==> src/rtl/hazard_detection_unit_pkg.sv <==
// Shared state encodings, constants and the load-use match
// for the pipeline hazard controller.
package hazard_detection_unit_pkg;

  typedef enum logic [1:0] {
    HDU_RUN      = 2'd0,
    HDU_MEM_WAIT = 2'd1,
    HDU_HALTED   = 2'd2
  } hdu_state_e;

  localparam logic [4:0] ZERO = 5'd0;

  localparam int unsigned MEM_TIMEOUT_DEF = 255;

  function automatic logic load_use(
    input logic       mem_read,
    input logic [4:0] rd,
    input logic [4:0] rs1,
    input logic [4:0] rs2,
    input logic       uses_rs2
  );
    return mem_read && (rd != ZERO) &&
           ((rd == rs1) || (uses_rs2 && (rd == rs2)));
  endfunction

endpackage

==> src/rtl/hazard_detection_unit_sat_counter.sv <==
// 32-bit saturating event counter with enable,
// cleared by asynchronous reset.
module sat_counter (
  input  logic        clk,
  input  logic        rst,
  input  logic        en_i,
  output logic [31:0] count_o
);

  logic [31:0] cnt_q;
  logic [31:0] cnt_d;

  // Advance on enable, stick at all-ones.
  always_comb begin
    cnt_d = cnt_q;
    if (en_i && (cnt_q != 32'hFFFF_FFFF))
      cnt_d = cnt_q + 32'd1;
  end

  // Counter register.
  always_ff @(posedge clk or posedge rst) begin
    if (rst) cnt_q <= '0;
    else     cnt_q <= cnt_d;
  end

  assign count_o = cnt_q;

endmodule

==> src/rtl/hazard_detection_unit.sv <==
// Stall / bubble / flush / freeze controller beside ID.
// Perf counters built only with HAZARD_PERF_CNT_EN.
module hazard_detection_unit
  import hazard_detection_unit_pkg::*;
#(
  parameter int unsigned MEM_TIMEOUT = MEM_TIMEOUT_DEF
) (
  input  logic        clk,
  input  logic        rst,
  input  logic [4:0]  IF_ID_RegisterRs1,
  input  logic [4:0]  IF_ID_RegisterRs2,
  input  logic        IF_ID_UsesRs2,
  input  logic [4:0]  ID_EX_RegisterRd,
  input  logic        ID_EX_MemRead,
  input  logic        EX_MEM_MemAccess,
  input  logic        mem_ready,
  input  logic        branch_taken,
  input  logic        halt_req,
  output logic        PC_Write,
  output logic        IF_ID_Write,
  output logic        ID_EX_Bubble,
  output logic        flush,
  output logic        freeze,
  output logic        halted,
  output logic        mem_error,
  output logic [31:0] stall_cycles,
  output logic [31:0] flush_count
);

  localparam logic [8:0] TMO = 9'(MEM_TIMEOUT);

  hdu_state_e state_q, state_d;
  logic [7:0] wait_q, wait_d;
  logic       err_q, err_d;
  logic       mem_pend;
  logic       lu_hit;
  logic [8:0] wait_nx;

  assign mem_pend = EX_MEM_MemAccess && !mem_ready;
  assign lu_hit   = load_use(ID_EX_MemRead,
                             ID_EX_RegisterRd,
                             IF_ID_RegisterRs1,
                             IF_ID_RegisterRs2,
                             IF_ID_UsesRs2);
  assign wait_nx  = {1'b0, wait_q} + 9'd1;

  // Next state and all pipeline controls, by priority.
  always_comb begin
    state_d      = state_q;
    wait_d       = '0;
    err_d        = err_q;
    PC_Write     = 1'b0;
    IF_ID_Write  = 1'b0;
    ID_EX_Bubble = 1'b0;
    flush        = 1'b0;
    freeze       = 1'b0;
    halted       = 1'b0;
    if (rst) begin
      freeze = 1'b1;
    end else begin
      unique case (state_q)
        HDU_HALTED: begin
          freeze = 1'b1;
          halted = 1'b1;
        end
        default: begin
          if (halt_req) begin
            freeze  = 1'b1;
            state_d = HDU_HALTED;
          end else if (mem_pend) begin
            freeze = 1'b1;
            if (wait_nx >= TMO) begin
              err_d   = 1'b1;
              state_d = HDU_HALTED;
            end else begin
              wait_d  = wait_nx[7:0];
              state_d = HDU_MEM_WAIT;
            end
          end else if (branch_taken) begin
            flush       = 1'b1;
            PC_Write    = 1'b1;
            IF_ID_Write = 1'b1;
            state_d     = HDU_RUN;
          end else if (lu_hit) begin
            ID_EX_Bubble = 1'b1;
            state_d      = HDU_RUN;
          end else begin
            PC_Write    = 1'b1;
            IF_ID_Write = 1'b1;
            state_d     = HDU_RUN;
          end
        end
      endcase
    end
  end

  // State, wait counter and sticky error.
  always_ff @(posedge clk or posedge rst) begin
    if (rst) begin
      state_q <= HDU_RUN;
      wait_q  <= '0;
      err_q   <= 1'b0;
    end else begin
      state_q <= state_d;
      wait_q  <= wait_d;
      err_q   <= err_d;
    end
  end

  assign mem_error = err_q;

`ifdef HAZARD_PERF_CNT_EN
  logic stall_en;
  assign stall_en = !rst && (state_q != HDU_HALTED) &&
                    (freeze || ID_EX_Bubble);

  sat_counter u_stall_cnt (
    .clk     (clk),
    .rst     (rst),
    .en_i    (stall_en),
    .count_o (stall_cycles)
  );

  sat_counter u_flush_cnt (
    .clk     (clk),
    .rst     (rst),
    .en_i    (flush),
    .count_o (flush_count)
  );
`else
  assign stall_cycles = '0;
  assign flush_count  = '0;
`endif

endmodule

==> config.mk <==
export PLATFORM = sky130hd
export DESIGN_NAME = hazard_detection_unit
export DESIGN_NICKNAME = d
export VERILOG_FILES = /design/src/rtl/hazard_detection_unit_pkg.sv /design/src/rtl/hazard_detection_unit_sat_counter.sv /design/src/rtl/hazard_detection_unit.sv
export SDC_FILE = /design/constraint.sdc
export NUM_CORES = 1
export LEC_CHECK = 0
export ABC_CLOCK_PERIOD_IN_PS = 1700
export CAP_MARGIN = 0
export CORE_ASPECT_RATIO = 1.25
export CORE_MARGIN = 5
export CORE_UTILIZATION = 32
export CTS_CLUSTER_DIAMETER = 30
export CTS_CLUSTER_SIZE = 10
export DETAILED_ROUTE_END_ITERATION = 10
export PLACE_DENSITY = 0.83
export SLEW_MARGIN = 20
export SYNTH_ARGS = -nofsm -noshare
export SYNTH_HDL_FRONTEND = slang
export SYNTH_HIERARCHICAL = 1
export SYNTH_SLANG_ARGS = --single-unit
==> constraint.sdc <==
create_clock -name clk -period 1.7 [get_ports clk]
set_input_delay 0.255 -clock clk [delete_from_list [all_inputs] [get_ports clk]]
set_output_delay 0.255 -clock clk [all_outputs]
set_load 0.03 [all_outputs]
## Word level (Yosys, flattened, before mapping)

Index checks and enable logic that the tools add are counted.

| word-level totals | value |
|---|---|
| register bits | 11 |
| output and inout bits | 71 |
| logic and storage cells | 51 |

| operators by class | value |
|---|---|
| add/sub/neg operators | 1 |
| magnitude comparators | 1 |
| equality and inequality tests | 3 |
| multiplexer cells | 31 |
| bitwise gates (word level) | 3 |
| reduce and logical (&&, ||, !) cells | 9 |

Operators by type and width:

| kind | number |
|---|---|
| $mux 8 | 5 |
| $mux 1 | 23 |
| $eq 5x5->1 | 2 |
| $add 8x1->9 const B | 1 |
| $ge 9x8->1 const B | 1 |
| $mux 2 | 3 |
| $reduce_and 5->1 | 1 |
| $reduce_bool 5->1 | 1 |
| $logic_and 1x1->1 | 4 |
| $not 1->1 | 3 |
| $eq 2x2->1 const B | 1 |
| $reduce_and 2->1 | 1 |
| $logic_not 1->1 | 1 |
| $logic_or 1x1->1 | 1 |

## Logic depth before layout (Yosys ltp)

Gate-level depths: netlist of run 1.

| logic depth | value |
|---|---|
| depth after elaboration | 10 |
| mapped depth | 8 |

## Worst setup path before layout of run 1

No wires, ideal clock.

| path | value |
|---|---|
| path type | reg-to-output |
| start point | reg state_q[1] |
| end point | out PC_Write |
| arrival time | 1.957 ns |
| data required time | 1.445 ns |
| path slack | -0.512 ns |
| cell stages (with the launch flop) | 6 |
| buffers on the path | 1 |
| path through | dfrtp_1 > nor2b_1 > or3_1 > nand2b_1 > nor2b_1 > buf_4 |

| between the ends | value |
|---|---|
| longest elaborated chain between the ends | 3 |

RTL lines:

| element | RTL line | RTL |
|---|---|---|
| from (decl) | hazard_detection_unit.sv:32 | `hdu_state_e state_q, state_d;` |
| from (signal assigned) | hazard_detection_unit.sv:104 | `state_q <= state_d;` |
| $eq 2x2->1 | n/a |  |
| $mux 1 (2 in a row) | n/a |  |
| to (decl) | hazard_detection_unit.sv:19 | `output logic PC_Write,` |

No other way between the ends.

## Final worst setup path of run 1

| path | value |
|---|---|
| start point | in halt_req |
| end point | out PC_Write |

| between the ends | value |
|---|---|
| longest elaborated chain between the ends | 3 |

RTL lines:

| element | RTL line | RTL |
|---|---|---|
| from (decl) | hazard_detection_unit.sv:18 | `input logic halt_req,` |
| $mux 1 | hazard_detection_unit.sv:67 | `if (halt_req) begin` |
| $mux 1 | hazard_detection_unit.sv:61 | `unique case (state_q)` |
| $mux 1 | hazard_detection_unit.sv:58 | `if (rst) begin` |

No other way between the ends.

==> run_results.csv, run 1 <==
group,metric,value,unit
clock_tree,cts_buffers,3,
routing,ant_nets,0,
sta,fin_crit_sh,1.096,
critical_path,worstSetupPathDepth,6,
synthesis,synthArstFlopShare,1.000,
critical_path,worstSetupPathType,"in -> out",
critical_path,r2r_cells,7,
critical_path,max_stage_delay,430,ps
grt,antenna_found_initial,0,
grt,grt_pass1_vias,1053,
synthesis,yosys.area.top_type_share,0.3585,
routing,via_per_inst,4.007,
outcome,violations,"negative setup slack",
synthesis,synth.yosys.seq_area_share,0.2022,
clock_tree,cts_buffer_depth,2,
cells_and_area,diodes,0,
routing,drt_wl_total,3267,microns
cells_and_area,layout.nets,243,
cells_and_area,num-fill-cells,372,
critical_path,r2r_start,"wait_q[1]",
floorplanning,start_util,0.3321,
critical_path,cp.required,1440,ps
synthesis,synth_top_area_cell,"buf_4",
synthesis,syn-cell-area,1361,sq um
floorplanning,rows,26,
synthesis,synth.distinct_cells,35,
sta,rsz0062_at_grt,"true",
critical_path,worstPathMaxFanout,4,
synthesis,synth_common_cells,"65 x buf_4, 13 x nor2_1, 13 x xnor2_1",
clock_tree,clk_latency,240,ps
synthesis,synth.area.top_cells,"buf_4 36%, dfrtp_1 20%, xnor2_1 8.4%",
sta,layout_min_cycle_time,1863,ps
clock_tree,clk_pin_slew,50,ps
routing,drt-wirelength-per-cell,11.97,microns
synthesis,synth-seq-cells,11,
outcome,status,"finished with violations",
synthesis,synth_edf_count,0,
sta,hold_viol,0,
critical_path,worstPathArrival,1610,ps
routing,drt-pass1-iter-count,4,
critical_path,cp_common_cell,"buf_6",
floorplanning,die_h,82.92,microns
clock_tree,cts_hold_buf,0,
cells_and_area,syn_to_final_growth,39.98,%
place,dp_hpwl,2480,microns
power_and_ir_drop,ir_drop,604.8,uV
synthesis,yosysWarningCount,6,
floorplanning,io_pins,94,
cells_and_area,layout-drive-gt1-share,0.3641,
routing,drtIter0Drc,27,
grt,overflow,0,
sta,setup_viol,14,
grt,grt_pass1_wl,4664,microns
floorplanning,core-area,4099,sq um
critical_path,rrSetupSlack,-110,ps
power_and_ir_drop,power.leakage,0.9343,nW
hold_path,hold_path.class,"in -> async",
critical_path,crit_slowest_cell,"clkdlybuf4s50_1",
sta,worst_slack,-163.3,ps
sta,finalMaxSlewViolations,0,
clock_tree,cts_sinks,11,
power_and_ir_drop,pwr_density_cell,483.9,nW/um^2
grt,grt_max_degree,12,
routing,vias,1094,
floorplanning,die_area,5666,sq um
sta,finalSetupTns,-1508,ps
critical_path,r2r-end,"wait_q[3]",
cells_and_area,utilization,0.4649,
synthesis,synthCells,162,
sta,max_freq,536.7,MHz
floorplanning,die_w,68.34,microns
grt,grt_usage,0.1030,
flow_run,maxCapViolations,0,
sta,finalClockSkew,1.084,ps
critical_path,crit_buf_inv,3,
critical_path,crit_chain,"clkdlybuf4s50_1, or3_4, nand2b_4, buf_6, nor2b_4, buf_6",
place,globalplace.congestion,0.8118,
clock_tree,cts_tree,"built",
synthesis,ys.flop_type,"dfrtp_1",
critical_path,cp_top_family,"buffers and inverters",
synthesis,synth.most_common_cell,"buf_4",
critical_path,cp-start-kind,"input port",
clock_tree,cts_root_buffer,"clkbuf_8",
routing,drc,0,
critical_path,end_kind,"output port",
clock_tree,cts.htree.levels,1,
place,io_buffers,29,
synthesis,avgSynthCellArea,8.403,sq um
## placed cells by master (no fill, tap or decap), types with 2 or more instances in the layout
cell type and n:
clkbuf_2 4, inv_1 3, nor2_1 6, dlymetal6s2s_1 11, nand2b_1 3, nor3_2 3, dfrtp_2 3, xnor2_1 11
nor2b_4 2, buf_4 24, xor2_1 2, nand3_1 3, nor2_2 6, nand2_2 2, nand2_1 8, clkbuf_8 3
nand4b_1 2, clkdlybuf4s50_1 6, buf_6 9, nand4_1 2, dfrtp_1 8, ha_4 2, conb_1 64, xnor2_2 2
## flip-flops by register name, indices dropped and copies added, names as in the netlist
name       flops
state_q        2
mem_error      1
wait_q         8
## layer usage
layer / global-route usage / up-vias / wire [microns]
met3: 0.02027 / 5 / 400
met4: 0.03978 / 0 / 27
met1: 0.1042 / 508 / 1018
met5: 0 / - / 0
li1: - / 514 / -
met2: 0.1947 / 67 / 1820
## cell type report
class | instances | area, sq um | area share
Inverter | 4 | 15.01 | 0.007879
Clock buffer | 4 | 45.04 | 0.02364
Sequential cell | 11 | 279.0 | 0.1464
Multi-Input combinational cell | 142 | 983.4 | 0.5161
Tap cell | 56 | 70.07 | 0.03677
Timing Repair Buffer | 56 | 513.0 | 0.2692
## worst register-to-register path: cells and delay by family, from the launching register on
family / cells / cell delay [ps]
DFF: 1 / 440
and+or+nand+nor: 1 / 50
adders and majority gates: 1 / 200
buffers and inverters: 1 / 170
AOI/OAI and AO/OA: 4 / 840
## through the flow
stage | instances | total power [mW] | hold slack, ps | instance area [sq um] | worst slack [ps]
detailed placement | 263 | 0.6353 | 473.9 | 1654 | -765.2
global placement | 263 | 0.6317 | 459.0 | 1654 | -716.5
global route | 273 | 0.9745 | 247.3 | 1906 | -219.3
finish | 273 | 0.9222 | 231.7 | 1906 | -163.3
floorplan | 225 | 0.6508 | 112.4 | 1655 | -120.3
CTS | 270 | 0.9122 | 219.5 | 1777 | -194.8
## worst max-delay path by stage
stage | to | startpoint | slack [ps]
floorplan | PC_Write | state_q[1] | -120
global placement | ID_EX_Bubble | ID_EX_RegisterRd[1] | -720
detailed placement | ID_EX_Bubble | ID_EX_RegisterRd[1] | -770
CTS | IF_ID_Write | state_q[1] | -190
global route | IF_ID_Write | state_q[1] | -220
finish | PC_Write | halt_req | -160
## timing repair
action | 4_1_cts | 5_1_grt
gates resized for setup | 35 | 43
pin swaps | 16 | 17
endpoints found under the setup margin | 16 | 16
hold endpoints to repair | 0 | 0
buffers inserted | 3 | 3
## cells by family after synthesis
kind of cell               share of synthesized area
buffers and inverters                         0.3805
xor gates and xnor gates                      0.1085
AOI/OAI and AO/OA                             0.1039
and+or+nand+nor                               0.1838
adders and majority gates                    0.01838
other                                       0.002755
DFF                                           0.2022
## report_power, final
group	switching [mW]	internal [mW]
logic	0.272	0.116
registers	0.00397	0.269
clock network	0.0966	0.164
total	0.373	0.549
Power figures use the tool's default switching activity.
==> inputs of run 2 (changes only) <==
Settings changed: CORE_UTILIZATION 32 to 33, CTS_BUF_LIST from default to sky130_fd_sc_hd__clkbuf_2 sky130_fd_sc_hd__clkbuf_4 sky130_fd_sc_hd__clkbuf_8, PLACE_DENSITY 0.83 to 0.85, RECOVER_POWER from default to 100.
==> run 2 against run 1 <==
The flow still finishes with violations (negative setup slack). Fmax about the same. Clock-buffer cell count unchanged. Sequential share of layout area increased by 0.11 points. Cell count unchanged. Clock power increased by 6%. Via count decreased by 0.46%. Clock skew increased by 1.9 ps. Critical endpoint is now IF_ID_Write. Largest cell class unchanged. Highest routed layer unchanged.
==> run_results.csv, run 2 (synthesis results as in run 1) <==
group,metric,value,unit
floorplanning,io_pins,94,
sta,finalClockSkew,2.981,ps
place,dp_hpwl,2442,microns
clock_tree,cts_buffers,3,
outcome,status,"finished with violations",
grt,grt_pass1_vias,1021,
cells_and_area,num-fill-cells,379,
cells_and_area,regArea,279.0,sq um
cells_and_area,final_common_cell,"conb_1",
sta,setup_viol,15,
clock_tree,clk_pin_slew,50,ps
routing,vias,1089,
power_and_ir_drop,pwr-share-seq,0.292,
sta,layout_min_cycle_time,1864,ps
power_and_ir_drop,power.leakage,0.9289,nW
critical_path,worstPathArrival,1610,ps
cells_and_area,layout.nets,243,
cells_and_area,layout_common_cells,"64 x conb_1, 22 x buf_4, 11 x xnor2_1",
clock_tree,cts_buffer_depth,2,
critical_path,end_kind,"output port",
clock_tree,cts_sinks,11,
grt,grt_max_degree,12,
power_and_ir_drop,swShare,0.3986,
critical_path,worstPathMaxFanout,4,
power_and_ir_drop,p_int,0.5619,mW
outcome,violations,"negative setup slack",
sta,rsz0062_at_grt,"true",
cells_and_area,diodes,0,
grt,antenna_found_initial,0,
sta,finalMaxSlewViolations,0,
place,io_buffers,29,
power_and_ir_drop,total_power,0.9343,mW
sta,worst_slack,-164.1,ps
sta,max_slew_margin,0.5990,
critical_path,worstSetupPathType,"reg -> out",
critical_path,cp-start-kind,"flop",
clock_tree,clk_latency,240,ps
cells_and_area,multiInputGateArea,977.2,sq um
power_and_ir_drop,pwr_density_cell,493.9,nW/um^2
sta,max_freq,536.5,MHz
clock_tree,cts_root_buffer,"clkbuf_8",
routing,via_per_inst,3.989,
routing,drt-wirelength-per-cell,11.16,microns
floorplanning,core-area,4034,sq um
routing,ant_nets,0,
cells_and_area,largest_reg_flops,8,
hold_path,hold_path.class,"in -> async",
critical_path,r2r_cells,7,
place,preCtsSetupSlack,-741.7,ps
power_and_ir_drop,p_switching,0.3724,mW
sta,fin_crit_sh,1.097,
grt,overflow,0,
power_and_ir_drop,ir_drop,469.5,uV
routing,drtIter0Drc,20,
clock_tree,cts_tree,"built",
routing,drc,0,
floorplanning,die_h,81.81,microns
floorplanning,die_w,67.45,microns
cells_and_area,syn_to_final_growth,38.97,%
cells_and_area,layout-drive-gt1-share,0.3502,
place,globalplace.congestion,0.8198,
power_and_ir_drop,p_clk_frac,0.295,
flow_run,maxCapViolations,0,
sta,finalSetupTns,-1292,ps
routing,drt_wl_total,3048,microns
grt,grt_pass1_wl,4174,microns
sta,hold_viol,0,
floorplanning,die_area,5518,sq um
routing,drt-pass1-iter-count,4,
grt,grt_usage,0.09898,
power_and_ir_drop,combPwrFrac,0.413,
floorplanning,rows,26,
critical_path,cp.required,1440,ps
cells_and_area,regMostFlops,"wait_q",
floorplanning,start_util,0.3375,
sta,tightest_slew,601.5,ps
clock_tree,cts.htree.levels,1,
-- run 2: cell count changes in the layout (fill, tap and decap cells not counted), sizes merged --
cell,previous run,this run
buf,34,30
dlygate4sd3,0,1
dlymetal6s2s,11,10
clkdlybuf4s15,0,1
clkbuf,8,11
-- run 2: per-stage QoR --
step / cells / instance area [sq um] / hold WS [ps] / utilization
after global routing: 273 / 1892 / 543.8 / 0.4690
after global placement: 263 / 1654 / 457.3 / 0.4101
after floorplan: 225 / 1655 / 112.4 / -
after CTS: 271 / 1837 / 311.3 / 0.4553
after detailed placement: 263 / 1654 / 456.9 / 0.4101
final: 273 / 1892 / 474.9 / 0.4690
-- run 2: cell type report --
type | count | area share
Timing Repair Buffer | 56 | 0.2652
Sequential cell | 11 | 0.1475
Clock buffer | 4 | 0.02579
Inverter | 4 | 0.007937
Tap cell | 56 | 0.03704
Multi-Input combinational cell | 142 | 0.5165
-- run 2: final timing paths --
| path | start | endpoint | slack [ps] |
|---|---|---|---|
| worst max-delay path | state_q[1] | IF_ID_Write | -160 |
| worst min-delay path | rst | wait_q[4] | 470 |
| worst max register to register | wait_q[0] | wait_q[3] | -90 |
| worst min register to register | mem_error | mem_error | 520 |
| max in group asynchronous | rst | wait_q[1] | 790 |
| min in group clk | mem_error | mem_error | 520 |
-- run 2: power groups by stage --
stage          Combinational [mW]  Clock (mW)  Sequential [mW]
6_report                    0.386       0.276            0.273
5_1_grt                     0.410       0.299            0.273
4_1_cts                     0.382       0.287            0.273
3_5_place_dp                0.363           0            0.275
3_3_place_gp                0.358           0            0.275
2_1_floorplan               0.376           0            0.275
-- run 2: critical path, stage by stage (launching register included) --
cell and delay [ps]:
dfrtp_1 370, nor2b_4 130, or3_4 330, nand2b_4 150, buf_6 130, nor2b_4 130
buf_6 140
-- run 2: routing by layer --
metal	wire, microns	up-vias	track usage
li1	-	511	-
met1	966	517	0.09675
met2	1718	56	0.1967
met3	299	5	0.01231
met4	63	0	0.05071
met5	0	-	0
-- run 2: what timing repair did --
item,4_1_cts,5_1_grt
setup endpoints to repair,16,16
gates cloned,0,0
hold endpoints to repair,0,0
pin swaps,17,16
buffers inserted,4,2
gates resized for setup,46,26
hold buffers,0,0
